**src/rtl/ex_stage.sv**
```systemverilog
// Execute stage of the 5-stage 32-bit MIPS-style pipeline.
// Forwards operands from MEM/WB, runs the ALU and registers the result,
// store data, destination index and control bits into EX/MEM.
// Optional feature: define EX_OVERFLOW_EN to add the registered EXOverflow
// output (signed overflow flag for ADD and SUB).
module ex_stage (
   input  logic        Clk,
   input  logic        ResetN,
   input  logic        MEMRegWrite,
   input  logic [31:0] MEMData,
   input  logic [4:0]  MEMRd,
   input  logic        WBRegWrite,
   input  logic [31:0] WBData,
   input  logic [4:0]  WBRd,
   input  logic        ALUSrc,
   input  logic [2:0]  ALUControl,
   input  logic        MemRead,
   input  logic        MemWrite,
   input  logic        RegWrite,
   input  logic [31:0] DataA,
   input  logic [31:0] DataB,
   input  logic [31:0] SignExtend,
   input  logic [4:0]  Rs,
   input  logic [4:0]  Rt,
   input  logic [4:0]  Rd,
   output logic        EXRegWrite,
   output logic        EXMemRead,
   output logic        EXMemWrite,
   output logic [4:0]  EXRd,
   output logic [31:0] EXData,
   output logic [31:0] EXALUData
`ifdef EX_OVERFLOW_EN
   ,
   output logic        EXOverflow
`endif
);

   typedef enum logic [2:0] {
      ALU_AND  = 3'b000,
      ALU_OR   = 3'b001,
      ALU_ADD  = 3'b010,
      ALU_XOR  = 3'b011,
      ALU_NOR  = 3'b100,
      ALU_ZERO = 3'b101,
      ALU_SUB  = 3'b110,
      ALU_SLT  = 3'b111
   } alu_op_e;

   logic [31:0] fwd_a;
   logic [31:0] fwd_b;
   logic [31:0] op2;
   logic [31:0] sum;
   logic [31:0] diff;
   logic [31:0] alu_res;
   logic        ovf;
   alu_op_e     op;

   logic        regwrite_q, regwrite_d;
   logic        memread_q,  memread_d;
   logic        memwrite_q, memwrite_d;
   logic [4:0]  rd_q,       rd_d;
   logic [31:0] data_q,     data_d;
   logic [31:0] alu_q,      alu_d;
   logic        ovf_q,      ovf_d;

   // Operand forwarding: MEM beats WB, register 0 is never forwarded.
   always_comb begin
      fwd_a = DataA;
      fwd_b = DataB;
      if (MEMRegWrite && (MEMRd != 5'd0) && (MEMRd == Rs))
         fwd_a = MEMData;
      else if (WBRegWrite && (WBRd != 5'd0) && (WBRd == Rs))
         fwd_a = WBData;
      if (MEMRegWrite && (MEMRd != 5'd0) && (MEMRd == Rt))
         fwd_b = MEMData;
      else if (WBRegWrite && (WBRd != 5'd0) && (WBRd == Rt))
         fwd_b = WBData;
   end

   assign op2  = ALUSrc ? SignExtend : fwd_b;
   assign sum  = fwd_a + op2;
   assign diff = fwd_a - op2;
   assign op   = alu_op_e'(ALUControl);

   // ALU result and signed-overflow flag for the selected operation.
   always_comb begin
      alu_res = '0;
      ovf     = 1'b0;
      case (op)
         ALU_AND:  alu_res = fwd_a & op2;
         ALU_OR:   alu_res = fwd_a | op2;
         ALU_ADD: begin
            alu_res = sum;
            ovf     = (fwd_a[31] == op2[31]) && (sum[31] != fwd_a[31]);
         end
         ALU_XOR:  alu_res = fwd_a ^ op2;
         ALU_NOR:  alu_res = ~(fwd_a | op2);
         ALU_ZERO: alu_res = '0;
         ALU_SUB: begin
            alu_res = diff;
            ovf     = (fwd_a[31] != op2[31]) && (diff[31] != fwd_a[31]);
         end
         ALU_SLT:  alu_res = {31'd0, ($signed(fwd_a) < $signed(op2))};
         default:  alu_res = '0;
      endcase
   end

   // Next-state values for the EX/MEM pipeline register.
   always_comb begin
      regwrite_d = RegWrite;
      memread_d  = MemRead;
      memwrite_d = MemWrite;
      rd_d       = Rd;
      data_d     = fwd_b;
      alu_d      = alu_res;
      ovf_d      = ovf;
   end

   // EX/MEM pipeline register with asynchronous active-low reset.
   always_ff @(posedge Clk or negedge ResetN) begin
      if (!ResetN) begin
         regwrite_q <= 1'b0;
         memread_q  <= 1'b0;
         memwrite_q <= 1'b0;
         rd_q       <= '0;
         data_q     <= '0;
         alu_q      <= '0;
         ovf_q      <= 1'b0;
      end else begin
         regwrite_q <= regwrite_d;
         memread_q  <= memread_d;
         memwrite_q <= memwrite_d;
         rd_q       <= rd_d;
         data_q     <= data_d;
         alu_q      <= alu_d;
         ovf_q      <= ovf_d;
      end
   end

   assign EXRegWrite = regwrite_q;
   assign EXMemRead  = memread_q;
   assign EXMemWrite = memwrite_q;
   assign EXRd       = rd_q;
   assign EXData     = data_q;
   assign EXALUData  = alu_q;

`ifdef EX_OVERFLOW_EN
   assign EXOverflow = ovf_q;
`else
   logic unused_ovf;
   assign unused_ovf = ovf_q;
`endif

endmodule

```
**config.mk**
```make
export PLATFORM = sky130hd
export DESIGN_NAME = ex_stage
export DESIGN_NICKNAME = d
export VERILOG_FILES = /design/src/rtl/ex_stage.sv
export SDC_FILE = /design/constraint.sdc
export NUM_CORES = 1
export LEC_CHECK = 0
export BUFFER_PORTS_ARGS = -buffer_cell sky130_fd_sc_hd__buf_2
export CELL_PAD_IN_SITES_DETAIL_PLACEMENT = 1
export CELL_PAD_IN_SITES_GLOBAL_PLACEMENT = 1
export CORE_MARGIN = 4
export CORE_UTILIZATION = 39
export CTS_CLUSTER_DIAMETER = 100
export DETAILED_ROUTE_END_ITERATION = 16
export PLACE_DENSITY_LB_ADDON = 0.1
export SYNTH_ARGS = -nofsm -noshare
export SYNTH_HDL_FRONTEND = slang
export SYNTH_SLANG_ARGS = --single-unit
```
**constraint.sdc**
```tcl
create_clock -name Clk -period 0.8 [get_ports Clk]
set_input_delay 0.08 -clock Clk [delete_from_list [all_inputs] [get_ports Clk]]
set_output_delay 0.08 -clock Clk [all_outputs]
set_load 0.02 [all_outputs]
```
==> flow_metrics.tcl, run 1 <==
set metrics [dict create \
    yosysWarningCount 0 \
    failed_stage "global routing (5_1_grt)" \
    dieWidth_um 162 \
    hpwl_um 41400 \
    rows 56 \
    ys_seq_area_frac 0.194 \
    io_buffers 267 \
    post-synth-top-area-cell "dfrtp_1" \
    ctsLongestPathBuffers 2 \
    dieHeight_um 162 \
    crit_endpoint "EXALUData[16]$_DFF_PN0_/D" \
    worst-endpoint-pin-kind "register input" \
    synth.most_common_cell "nand2_1" \
    ys_ff_latch 72 \
    cts_inserted_buffers 9 \
    grt_max_degree 32 \
    synthCells 1212 \
    synth_area_leaders "dfrtp_1, ha_1, mux2i_1" \
    cts.sinks 72 \
    synth_area_um2 9290 \
    grt_usage 0.906 \
    async_flop_share 1.00 \
    io_pins 268 \
    synth.distinct_cells 75 \
    firstError "[ERROR GRT-0232] Routing congestion too high. Check the congestion heatmap in the GUI." \
    globalplace.congestion 1.02 \
    cts-root-buf "clkbuf_16" \
    netlist.area_leader.share 0.194 \
    overflow 928 \
    status "did not finish" \
    avgSynthCellArea_um2 7.67 \
    htree_num_levels 3 \
    synth_flop_cell "dfrtp_1" \
    synthTopCellsByCount "nand2_1, ha_1, mux2i_1" \
    syn_nets 1511 \
    start_util 0.396 \
    synth-edff-count 0 \
]
[per-layer routing]
layer,overflow,track usage
met1,12,0.855
met2,628,1.09
met3,12,0.746
met4,276,1.02
met5,0,0.354
[kinds of logic after synthesis]
| group | Yosys count | share of synthesized area |
|---|---|---|
| AND/OR/NAND/NOR | 341 | 0.168 |
| buffers and inverters | 171 | 0.0699 |
| adder cells (fa/ha/maj) | 103 | 0.140 |
| XOR/XNOR | 33 | 0.0311 |
| multiplexers | 115 | 0.126 |
| flip-flops | 72 | 0.194 |
| AO/OA/AOI/OAI | 377 | 0.270 |
[repair_timing]
action / 4_1_cts
endpoints found under the hold margin: 89
pin swaps: 102
gates resized for setup: 270
setup endpoints to repair: 136
gates cloned: 1
hold buffers: 9
setup buffers: 55
[stage by stage]
step                      hold WS (ns)  cell area [um^2]  instances  setup slack [ns]
after floorplan                 -0.216              9680       1212             -3.30
after global placement         -0.0257             14300       2135             -3.99
after detailed placement       -0.0299             14300       2135             -4.22
after CTS                      -0.0372             16200       2210             -3.30
==> inputs of run 2 (changes only) <==
==> config.mk (replaced) <==
export PLATFORM = sky130hd
export DESIGN_NAME = ex_stage
export DESIGN_NICKNAME = d
export VERILOG_FILES = /design/src/rtl/ex_stage.sv
export SDC_FILE = /design/constraint.sdc
export NUM_CORES = 1
export LEC_CHECK = 0
export BUFFER_PORTS_ARGS = -buffer_cell sky130_fd_sc_hd__buf_2
export CORE_MARGIN = 4
export CORE_UTILIZATION = 35
export DETAILED_ROUTE_END_ITERATION = 16
export PLACE_DENSITY_LB_ADDON = 0.15
export SYNTH_ARGS = -nofsm -noshare
export SYNTH_HDL_FRONTEND = slang
export SYNTH_SLANG_ARGS = --single-unit
==> run 2 against run 1 <==
The flow now finishes, with violations (negative hold slack, negative setup slack). Area after synthesis stayed put. Synthesized cell count stayed put.
==> flow_metrics.tcl, run 2 <==
set metrics [dict create \
    rsz0062_at_grt "true" \
    async_flop_share 1.00 \
    ctsLongestPathBuffers 2 \
    pre_cts_slack_ns -4.03 \
    final_hold_viol_count 11 \
    relSlewSlack 0.560 \
    status "complete, but fails checks" \
    fill_cells 2196 \
    cap_violations 0 \
    worst_slack_ns -3.43 \
    post-route-util 0.645 \
    routed_wl_um 44600 \
    layout_commonest_cell "buf_4" \
    synth_flop_cell "dfrtp_1" \
    synthTopCellsByCount "nand2_1, ha_1, mux2i_1" \
    dpl_cell_area_um2 14500 \
    layout_common_cells "buf_4, buf_2, nand2_1" \
    cts.sinks 72 \
    post-synth-top-area-cell "dfrtp_1" \
    fin_area_um2 16800 \
    grt_pass1_wl_um 67000 \
    ant_nets 0 \
    via_per_inst 5.42 \
    io_pins 268 \
    arrival_ns 4.46 \
    crit_type "in -> reg" \
    core_um2 26100 \
    cts-root-buf "clkbuf_16" \
    multi_input_area_um2 8010 \
    hpwl_um 34400 \
    worstMarginPinSlew_ns 0.654 \
    drive_above_1_share 0.502 \
    power_leakage_nw 7.95 \
    fin_total_pwr_mw 22.8 \
    fin_crit_sh 5.29 \
    cts_tree "yes" \
    globalplace.congestion 0.975 \
    synth_area_leaders "dfrtp_1, ha_1, mux2i_1" \
    path_buf_inv 7 \
    fmaxAchievable_ghz 0.236 \
    hold_buffers 9 \
    htree_num_levels 3 \
    cpMostUsedCell "buf_6" \
    die_area_um2 29200 \
    synthCells 1212 \
    syn2layout_area_growth_pct 80.8 \
    setup_viol 136 \
    cts_inserted_buffers 9 \
    clk_pin_slew_worst_paths_ns 0.07 \
    yosysWarningCount 0 \
    ys_ff_latch 72 \
    syn_nets 1511 \
    avgSynthCellArea_um2 7.67 \
    fin_hold_ws_ns -0.0284 \
    grt_usage 0.290 \
    grt_max_degree 47 \
    start_kind "primary input" \
    fin_nets 2220 \
    dieHeight_um 171 \
    antenna_found_initial 1 \
    rows 59 \
    netlist.area_leader.share 0.194 \
    cp_slowest_cell "or4_4" \
    io_buffers 267 \
    overflow 0 \
    dieWidth_um 171 \
    critPathMaxFanout 6 \
    firstDrtPassIters 8 \
    synth_area_um2 9290 \
    violations "negative hold slack, negative setup slack" \
    irDropWorstVdd_uv 1040 \
    ys_seq_area_frac 0.194 \
    grt_pass1_vias 12370 \
    path_cells "buf_6, buf_6, or4_4, o21ai_4, nor4_4, buf_6, buf_8, buf_6, mux2i_2, o21ai_2, mux2_4, buf_6, ha_4, fa_2, nor2b_4, o2111ai_4, a21oi_4, a31oi_4, o21ai_2, a2111o_1, buf_4, mux2i_1, nand3_1, o22a_1" \
    powerDensity_nw_per_um2 1360 \
    min_period_ns 4.23 \
    hold_class "in -> reg" \
    synth-edff-count 0 \
    vias 12261 \
    seqCellArea_um2 1800 \
    synth.distinct_cells 75 \
    start_util 0.357 \
    slew_violations 0 \
    cp_top_family "compound AO/OA/AOI/OAI gates" \
    drt-initial-drc-count 875 \
    worst-endpoint-required_ns 1.03 \
    critPathCaptureType "flip-flop" \
    crit_path_max_incr_delay_ns 0.52 \
    routedWlPerCell_um 19.7 \
    synth.most_common_cell "nand2_1" \
    drc_errors 0 \
]
==> run 2: cell counts after synthesis <==
Identical to the previous run, type by type.
==> run 2: power breakdown <==
part / total, mW / internal, mW / switching, mW / leakage (nW)
combinational: 14.1 / 7.07 / 7.08 / 6.94
sequential: 4.25 / 4.05 / 0.200 / 0.859
clock: 4.42 / 2.42 / 1.99 / 0.142
==> run 2: worst paths after layout <==
path                        startpoint                 endpoint  slack (ns)  cells after the start
max                            WBRd[4]  EXALUData[28]$_DFF_PN0_       -3.43                     24
min                        MEMData[15]     EXData[15]$_DFF_PN0_       -0.03                      3
max in group asynchronous       ResetN     EXData[15]$_DFF_PN0_        0.21                      3
min in group asynchronous       ResetN   EXALUData[4]$_DFF_PN0_        0.12                      2
==> run 2: area by class of cell <==
type,count,share of cell area
Antenna cell,1,0.000149
Timing Repair Buffer,772,0.351
Clock inverter,6,0.00410
Clock buffer,9,0.0134
Sequential cell,72,0.107
Inverter,97,0.0217
Tap cell,335,0.0250
Multi-Input combinational cell,969,0.477
==> run 2: per-stage QoR <==
| stage | hold slack (ns) | TNS [ns] | cells |
|---|---|---|---|
| after global routing | -0.0276 | -139.97 | 2261 |
| after floorplan | -0.216 | -106.48 | 1212 |
| after CTS | -0.0334 | -119.96 | 2228 |
| after global placement | -0.0694 | -146.80 | 2180 |
| after detailed placement | -0.0668 | -151.55 | 2180 |
| final | -0.0284 | -131.52 | 2261 |
==> run 2: kinds of logic after synthesis <==
logic type	after synthesis	share of synthesized area
compound gates	377	0.270
simple gates	341	0.168
buf+inv	171	0.0699
mux	115	0.126
fa+ha+maj	103	0.140
flops	72	0.194
xor+xnor	33	0.0311
==> run 2: per-layer routing <==
layer	share of wire	vias to the layer above	track usage	wire, um
met5	0	-	0	0
met4	0.050	0	0.125	2240
met3	0.059	130	0.0423	2640
met2	0.50	532	0.528	22200
met1	0.39	5820	0.339	17500
li1	-	5779	-	-
==> run 2: repair_timing <==
item	in CTS	in global routing
buffers inserted	31	37
resized for setup	276	89
pin swaps	85	77
hold endpoints to repair	95	7
cloned	0	2
setup endpoints to repair	136	136
No activity file was read; power rests on OpenSTA's default activity.
